### src/rtl/dsp_mac_sequencer.sv
// Command-driven sequencer feeding one DSP48A1 slice: streams N operand pairs,
// drives OPMODE so the slice accumulates (optionally biased/subtracted), then returns P.
module dsp_mac_sequencer #(
    parameter int LEN_W = 8
) (
    input  logic             CLK,
    input  logic             RST,
    input  logic             cmd_valid,
    output logic             cmd_ready,
    input  logic [LEN_W-1:0] cmd_len,
    input  logic             cmd_bias_en,
    input  logic             cmd_sub,
    input  logic [47:0]      cmd_bias,
    input  logic             s_valid,
    output logic             s_ready,
    input  logic [17:0]      s_a,
    input  logic [17:0]      s_b,
    output logic [17:0]      dsp_a,
    output logic [17:0]      dsp_b,
    output logic [47:0]      dsp_c,
    output logic [7:0]       dsp_opmode,
    output logic             dsp_carryin,
    output logic             dsp_ce,
    input  logic [47:0]      dsp_p,
    output logic             res_valid,
    input  logic             res_ready,
    output logic [47:0]      res_data
);

    // OPMODE fields: bit7 = subtract, [3:2] = Z mux, [1:0] = X mux
    localparam logic [1:0] X_ZERO = 2'b00;
    localparam logic [1:0] X_M    = 2'b01;
    localparam logic [1:0] Z_ZERO = 2'b00;
    localparam logic [1:0] Z_P    = 2'b10;
    localparam logic [1:0] Z_C    = 2'b11;
    localparam logic [7:0] OP_HOLD = {1'b0, 3'b000, Z_P, X_ZERO};

    typedef enum logic [1:0] {
        ST_IDLE,
        ST_STREAM,
        ST_DRAIN,
        ST_HOLD
    } state_t;

    state_t           state_q, state_d;
    logic [LEN_W-1:0] cnt_q, cnt_d;
    logic             first_q, first_d;
    logic             bias_en_q, bias_en_d;
    logic             sub_q, sub_d;
    logic [47:0]      dsp_c_q, dsp_c_d;
    logic [7:0]       opmode_q, opmode_d;
    logic [1:0]       drain_cnt_q, drain_cnt_d;
    logic [47:0]      res_data_q, res_data_d;

    logic             accept;
    logic             cmd_hs;
    logic [1:0]       z_first;

    assign cmd_ready   = (state_q == ST_IDLE);
    assign s_ready     = (state_q == ST_STREAM) && (cnt_q != '0);
    assign accept      = s_valid && s_ready;
    assign cmd_hs      = cmd_valid && cmd_ready;
    assign dsp_a       = accept ? s_a : 18'd0;
    assign dsp_b       = accept ? s_b : 18'd0;
    assign dsp_c       = dsp_c_q;
    assign dsp_opmode  = opmode_q;
    assign dsp_carryin = 1'b0;
    assign dsp_ce      = 1'b1;
    assign res_valid   = (state_q == ST_HOLD);
    assign res_data    = res_data_q;
    assign z_first     = bias_en_q ? Z_C : Z_ZERO;

    always_comb begin
        state_d     = state_q;
        cnt_d       = cnt_q;
        first_d     = first_q;
        bias_en_d   = bias_en_q;
        sub_d       = sub_q;
        dsp_c_d     = dsp_c_q;
        opmode_d    = OP_HOLD;
        drain_cnt_d = drain_cnt_q;
        res_data_d  = res_data_q;

        case (state_q)
            ST_IDLE: begin
                if (cmd_hs) begin
                    cnt_d     = cmd_len;
                    first_d   = 1'b1;
                    bias_en_d = cmd_bias_en;
                    sub_d     = cmd_sub;
                    dsp_c_d   = cmd_bias;
                    state_d   = ST_STREAM;
                end
            end
            ST_STREAM: begin
                if (cnt_q == '0) begin
                    // Zero-length command: a single term that loads P with C or 0
                    opmode_d    = {1'b0, 3'b000, z_first, X_ZERO};
                    drain_cnt_d = 2'd0;
                    state_d     = ST_DRAIN;
                end else if (accept) begin
                    opmode_d = first_q ? {sub_q, 3'b000, z_first, X_M}
                                       : {sub_q, 3'b000, Z_P, X_M};
                    first_d  = 1'b0;
                    cnt_d    = cnt_q - 1'b1;
                    if (cnt_q == LEN_W'(1)) begin
                        drain_cnt_d = 2'd0;
                        state_d     = ST_DRAIN;
                    end
                end
            end
            ST_DRAIN: begin
                // Three cycles cover the OPMODE, M and P register stages of the slice
                if (drain_cnt_q == 2'd2) begin
                    res_data_d  = dsp_p;
                    drain_cnt_d = 2'd0;
                    state_d     = ST_HOLD;
                end else begin
                    drain_cnt_d = drain_cnt_q + 2'd1;
                end
            end
            ST_HOLD: begin
                if (res_ready) begin
                    state_d = ST_IDLE;
                end
            end
            default: state_d = ST_IDLE;
        endcase
    end

    always_ff @(posedge CLK) begin
        if (RST) begin
            state_q     <= ST_IDLE;
            cnt_q       <= '0;
            first_q     <= 1'b0;
            bias_en_q   <= 1'b0;
            sub_q       <= 1'b0;
            dsp_c_q     <= 48'd0;
            opmode_q    <= OP_HOLD;
            drain_cnt_q <= 2'd0;
            res_data_q  <= 48'd0;
        end else begin
            state_q     <= state_d;
            cnt_q       <= cnt_d;
            first_q     <= first_d;
            bias_en_q   <= bias_en_d;
            sub_q       <= sub_d;
            dsp_c_q     <= dsp_c_d;
            opmode_q    <= opmode_d;
            drain_cnt_q <= drain_cnt_d;
            res_data_q  <= res_data_d;
        end
    end

endmodule

### config.mk
export PLATFORM = sky130hd
export DESIGN_NAME = dsp_mac_sequencer
export DESIGN_NICKNAME = d
export VERILOG_FILES = /design/src/rtl/dsp_mac_sequencer.sv
export SDC_FILE = /design/constraint.sdc
export NUM_CORES = 1
export LEC_CHECK = 0
export ABC_AREA = 0
export BUFFER_PORTS_ARGS = -buffer_cell sky130_fd_sc_hd__buf_4
export CORE_AREA = 2 2 112 114
export CTS_CLUSTER_DIAMETER = 40
export DETAILED_ROUTE_END_ITERATION = 16
export DIE_AREA = 0 0 114 116
export PLACE_DENSITY = 0.75
export SYNTH_ARGS = -nofsm -noshare
export SYNTH_HDL_FRONTEND = slang
export SYNTH_SLANG_ARGS = --single-unit
### constraint.sdc
create_clock -name CLK -period 5.8 [get_ports CLK]
set_input_delay 1.16 -clock CLK [delete_from_list [all_inputs] [get_ports CLK]]
set_output_delay 1.16 -clock CLK [all_outputs]
set_load 0.1 [all_outputs]
==> summary.txt, run 1 <==
Run status - finished, final reports clean
CTS tree - done
Post-DR vias/cell - 4.73
Hold-fix buffers, CTS - 0
Antenna Cells - 0
Worst EP arrival - 2570 ps
WL final - 14.6 mm
Crit-path slowest cell - ha_1
First-pass DRT Iterations - 6
Commonest register cell after synthesis - dfxtp_1
DRT antenna net count - 0
Fmax - 268 MHz
Post-synth top area share - 48.1%
DRC Markers - 0
Num CTS Buffers - 17
Clock buffer depth - 2
Startpoint types - register
Fin worst setup slack - 2070 ps
Dpl ws - 2470 ps
Synth area leaders - dfxtp_1, nand2_1, a21oi_1
Worst setup path endpoint - dsp_b[11]
Clk sinks - 115
I/O pins - 292
Max Clock Skew - 5.47 ps
Worst rel slew slack - 31.1%
Setup Viol. Count Final - 0
VDD IR max - 0.000239 V
Leakage - 3.39 nW
First-pass GRT wire length - 21.9 mm
Hold Vio Cnt, Final - 0
Type of the worst setup path - reg2out
Critical path required time - 4640 ps
Initial antenna violation count - 0
Layout cell share with drive strength beyond 1 - 39.3%
Clk root buf - clkbuf_16
Pwr/cell area - 501 nW/um^2
First-iteration detailed-routing DRC count - 297
Gp weighted congestion - 0.884
EDFF count, synth - 0
Library cells used by synthesis - 41
Initial core utilization - 40.1%
Ys async rst share - 0%
Cell with the most instances after synthesis - nand2_1
Leading area contributor after synthesis - dfxtp_1
Largest stage delay, worst path - 680 ps
Num rows - 40
R2R cell count - 6
Fill cells - 1093
CP Max Fanout - 38
Ys Warns - 0
Worst Setup End Kind - primary output
Total track usage - 21.3%
Synth Instances - 607
Full die area - 13200 sq um
Register area share after synthesis - 48.1%
Post-route minimum period - 3730 ps
Core Region - 11900 sq um
FF-to-FF Start - state_q[1]
Total negative slack - 0 ps
RSZ-0062 raised after global routing - no
Crit-path cells - inv_1 -> ha_1 -> and3_4 -> and2_4 -> buf_4
Post-CTS Repair Setup Buffers - 0
Worst R2R Setup Slack - 3260 ps
Worst Hold Class - reg2reg
Grt ovf - 0
Leading cell types by count after synthesis - nand2_1, dfxtp_1, a21oi_1
Die Ht - 116 um
Largest net degree at the start of global routing - 64
Total Power - 3.75 mW
Max-slew violation count - 0
R2r endpoint - cnt_q[1]
Worst-Margin Slew - 1030 ps
Buffers on Ports - 285
Worst-Skew Late Latency - 410 ps
H-tree depth - 4
Die W - 114 um
Hpwl dp - 10.5 mm
Syn Area/Cell - 7.88 sq um
Multi-input gate area in the final layout - 2230 sq um
Number of max-cap violations - 0
Clock slew at reported path FFs - 50 ps
Register Area - 2300 sq um
Layout area overhead - 56.6%
DR WL/cell - 14.2 um
Cts repair resizes - 0
Layout Nets - 1023
Seq cells post-synth - 115
Final worst path period share - 64.2%
Mapped Area - 4780 sq um
Via count of the first global-routing pass - 4411
Hold Path Origin - sub_q
Via Count - 4863
Critical path origin - state_q[1]
registers in the layout (all words and copies together), names as in the netlist:
name         flops
bias_en_q        1
cnt_q            8
drain_cnt_q      2
dsp_c           48
dsp_opmode       4
first_q          1
res_data        48
state_q          2
sub_q            1
per-layer routing:
| layer | vias up | routed length [um] | GRT usage (%) |
|---|---|---|---|
| met2 | 215 | 7080 | 35.6 |
| li1 | 2492 | - | - |
| met5 | - | 0 | 0 |
| met1 | 2127 | 5670 | 23.5 |
| met3 | 29 | 1430 | 8.58 |
| met4 | 0 | 431 | 10.8 |
logic make-up after synthesis:
| group | after synthesis | share of synthesized area (%) |
|---|---|---|
| flip-flops | 115 | 48.1 |
| multiplexers | 4 | 0.863 |
| adder cells (fa/ha/maj) | 7 | 1.83 |
| other | 2 | 0.157 |
| AO/OA/AOI/OAI | 136 | 15.4 |
| AND/OR/NAND/NOR | 286 | 27.9 |
| buffers and inverters | 57 | 5.73 |
power breakdown:
group / leakage, nW / internal, mW / switching (mW)
clock: 0.278 / 0.652 / 0.371
combinational: 2.18 / 0.463 / 1.31
sequential: 0.935 / 0.890 / 0.0687
area by class of cell:
cell class	count	share of cell area (%)
Tap cell	147	2.46
Clock inverter	12	1.75
Timing Repair Buffer	287	28.8
Inverter	9	0.451
Multi-Input combinational cell	439	29.8
Sequential cell	115	30.7
Clock buffer	19	6.05
how the worst min path moves through the flow:
stage	slack, ps	to	cells past startpoint
final	450	sub_q	2
after global routing	470	res_data[40]	2
after CTS	450	sub_q	2
after detailed placement	450	sub_q	2
after global placement	440	res_data[2]	2
after floorplan	420	dsp_opmode[3]	1
worst max-delay path: cells and delay by family (launching register included):
family	cells	cell delay, ps
and+or+nand+nor	2	760
adders and majority gates	1	680
buffers and inverters	2	360
DFF	1	330
stage by stage:
stage | std cells | area [sq um] | hold slack, ps | utilization (%)
finish | 1028 | 7490 | 448 | 62.9
global route | 1028 | 7490 | 469 | 62.9
CTS | 1028 | 7490 | 453 | 62.9
detailed placement | 997 | 6900 | 446 | 58.0
global placement | 997 | 6900 | 443 | 58.0
floorplan | 611 | 4800 | 425 | -
placed cells by master (no fill, tap or decap), types with 2 or more instances in the layout:
master	count
a21boi_0	3
a21oi_1	110
and2_1	18
and2_4	20
and3_1	3
buf_4	287
bufinv_16	2
clkbuf_16	17
clkbuf_8	2
clkinv_2	3
clkinvlp_4	4
conb_1	6
dfxtp_1	115
ha_1	7
inv_1	9
inv_6	2
mux2i_1	3
nand2_1	202
nand2b_1	10
nand3_1	3
nand3b_1	2
nor2_1	6
nor2b_1	6
nor3_1	5
nor4_1	2
o211ai_1	3
o21ai_0	10
o41ai_1	2
(Power assumes the default switching activity.)
==> inputs of run 2 (changes only) <==
Clock period 5.8 ns to 3.5 ns, I/O delays scaled along.
==> run 2 against run 1 <==
Effect of this change: non-clock buffer count up 4; setup slack worse by 1800 ps; sequential power up 66%; clock skew up 7.3 ps; critical path type unchanged; global-route usage up 0.83 points.
==> summary.txt, run 2 (synthesized netlist as in run 1, its figures left out) <==
Run status - finished, final reports clean (unchanged)
Full die area - 13200 sq um (unchanged)
Hpwl dp - 10.8 mm (was 10.5 mm)
Worst-Skew Late Latency - 410 ps (about the same)
Cell Count, Final, Fillers Out - 1033 (was 1028)
Core Region - 11900 sq um (unchanged)
Worst R2R Setup Slack - 1240 ps (was 3260 ps)
Number of max-cap violations - 0 (unchanged)
R2r endpoint - cnt_q[4] (was cnt_q[1])
Num rows - 40 (unchanged)
H-tree depth - 4 (unchanged)
Crit-path cells - or4_4 -> or3_4 -> and3_4 -> and2_1 -> buf_4 (was inv_1 -> ha_1 -> and3_4 -> and2_4 -> buf_4)
Post-route minimum period - 3190 ps
M1 wire length - 5.75 mm (was 5.67 mm)
Largest delay share family, worst path - simple AND/OR/NAND/NOR gates (unchanged)
Grt ovf - 0 (unchanged)
Comb pwr share - 46.3% (was 47.2%)
Min-Delay Endpoint - dsp_c[16] (was sub_q)
Sw Ratio - 45.2% (was 46.6%)
Worst rel slew slack - 39.2% (was 31.1%)
Hold Path Origin - dsp_c[16] (was sub_q)
Initial antenna violation count - 0 (unchanged)
Commonest cells after routing, fill and taps aside - buf_4, nand2_1, dfxtp_1, a21oi_1, and2_4 (unchanged)
I/O pins - 292 (unchanged)
Crit-path slowest cell - or4_4 (was ha_1)
CTS tree - done (unchanged)
Seq pwr share - 24.9% (was 25.5%)
Worst EP arrival - 2490 ps (was 2570 ps)
Placed insts - 1001 (was 997)
Startpoint types - register (unchanged)
CP Depth - 5 (unchanged)
Top layer in use - met4 (unchanged)
Via count of the first global-routing pass - 4618 (was 4411)
Max-slew violation count - 0 (unchanged)
Worst-Margin Slew - 911 ps (was 1030 ps)
RSZ-0062 raised after global routing - no (unchanged)
Worst Hold Class - reg2reg (unchanged)
Clk pwr share - 28.8% (was 27.3%)
Gp weighted congestion - 0.904 (was 0.884)
Sw power - 2.88 mW (was 1.75 mW)
Hold-fix buffers, CTS - 0 (unchanged)
First-iteration detailed-routing DRC count - 341 (was 297)
First-pass GRT wire length - 22.8 mm (was 21.9 mm)
Clock buffer depth - 2 (unchanged)
Die Ht - 116 um (unchanged)
Total negative slack - 0 ps (unchanged)
Fmax - 313 MHz
DRC Markers - 0 (unchanged)
Via Count - 4958 (was 4863)
WL final - 15.0 mm (was 14.6 mm)
Antenna Cells - 0 (unchanged)
Cts repair resizes - 0 (unchanged)
Hold Vio Cnt, Final - 0 (unchanged)
Hold path depth - 2 (unchanged)
CP Max Fanout - 38 (unchanged)
Type of the worst setup path - reg2out (unchanged)
Initial core utilization - 40.1% (unchanged)
Largest net degree at the start of global routing - 51 (was 64)
CP bufs+invs - 1 (was 2)
Buffers on Ports - 285 (unchanged)
VDD IR max - 0.000421 V (was 0.000239 V)
Post-DR vias/cell - 4.80 (was 4.73)
Most common cell after layout, fill and taps aside - buf_4 (unchanged)
Max Clock Skew - 12.8 ps (was 5.47 ps)
Total Power - 6.37 mW (was 3.75 mW)
Clock slew at reported path FFs - 50 ps (about the same)
Pwr/cell area - 843 nW/um^2 (was 501 nW/um^2)
Clk sinks - 115 (unchanged)
FF-to-FF Start - state_q[1] (unchanged)
Setup Viol. Count Final - 0 (unchanged)
Met3 WL - 1.46 mm (was 1.43 mm)
Layout area overhead - 58.2% (was 56.6%)
Largest stage delay, worst path - 590 ps (was 680 ps)
Final worst path period share - 91.3%
Die W - 114 um (unchanged)
DRT antenna net count - 0 (unchanged)
Cell Int Power - 3.49 mW (was 2.00 mW)
R2R cell count - 7 (was 6)
Leakage - 3.44 nW (was 3.39 nW)
Critical path required time - 2800 ps (was 4640 ps)
Num CTS Buffers - 17 (unchanged)
Total track usage - 22.1% (was 21.3%)
Clk root buf - clkbuf_16 (unchanged)
Met2 Wirelength - 7.36 mm (was 7.08 mm)
First-pass DRT Iterations - 7 (was 6)
Worst Setup End Kind - primary output (unchanged)
Layout cell share with drive strength beyond 1 - 39.3% (about the same)
Post-CTS Repair Setup Buffers - 0 (unchanged)
Layout Nets - 1027 (was 1023)
DR WL/cell - 14.5 um (was 14.2 um)
-- run 2: routing by layer --
| metal | vias up | track usage, % |
|---|---|---|
| li1 | 2494 | - |
| met1 | 2214 | 24.5 |
| met2 | 221 | 36.9 |
| met3 | 29 | 9.47 |
| met4 | 0 | 10.2 |
| met5 | - | 0 |
-- run 2: area by class of cell --
cell class	instances	area, sq um
clock buffers	23	478
clock inverters	9	151
fillers	1068	4350
inverters	9	33.8
multi-input cells	439	2230
flip-flops and latches	115	2300
well taps	147	184
repair buffers	291	2180
-- run 2: worst reg2reg max path, cell delays in order (launching register included) --
cell and delay, ps:
dfxtp_1 330, inv_1 80, ha_1 130, buf_4 250, or4bb_1 540, o211ai_1 480
o21ai_0 200, a21oi_1 170
-- run 2: worst max-delay path by stage --
stage                      endpoint     start  slack (ps)
after floorplan           dsp_a[10]  cnt_q[2]         630
after global placement     dsp_a[0]  cnt_q[2]         770
after detailed placement  dsp_b[15]  cnt_q[2]         740
after CTS                 dsp_a[11]  cnt_q[2]         290
after global routing       dsp_a[9]  cnt_q[2]         220
final                     dsp_a[11]  cnt_q[2]         310
-- run 2: per-stage QoR --
step           utilization, %  hold WS [ps]  cell area, sq um  setup WS [ps]
2_1_floorplan               -           425              4800            632
4_1_cts                  63.5           454              7560            291
3_5_place_dp             58.2           447              6930            736
3_3_place_gp             58.2           442              6930            773
6_report                 63.5           452              7560            305
5_1_grt                  63.5           468              7560            219
-- run 2: power groups by stage --
stage	clock network [mW]	logic (mW)	registers (mW)
2_1_floorplan	0	1.65	2.32
3_3_place_gp	0	2.93	1.61
3_5_place_dp	0	2.94	1.61
4_1_cts	1.87	2.95	1.59
5_1_grt	1.94	3.10	1.61
6_report	1.84	2.95	1.59
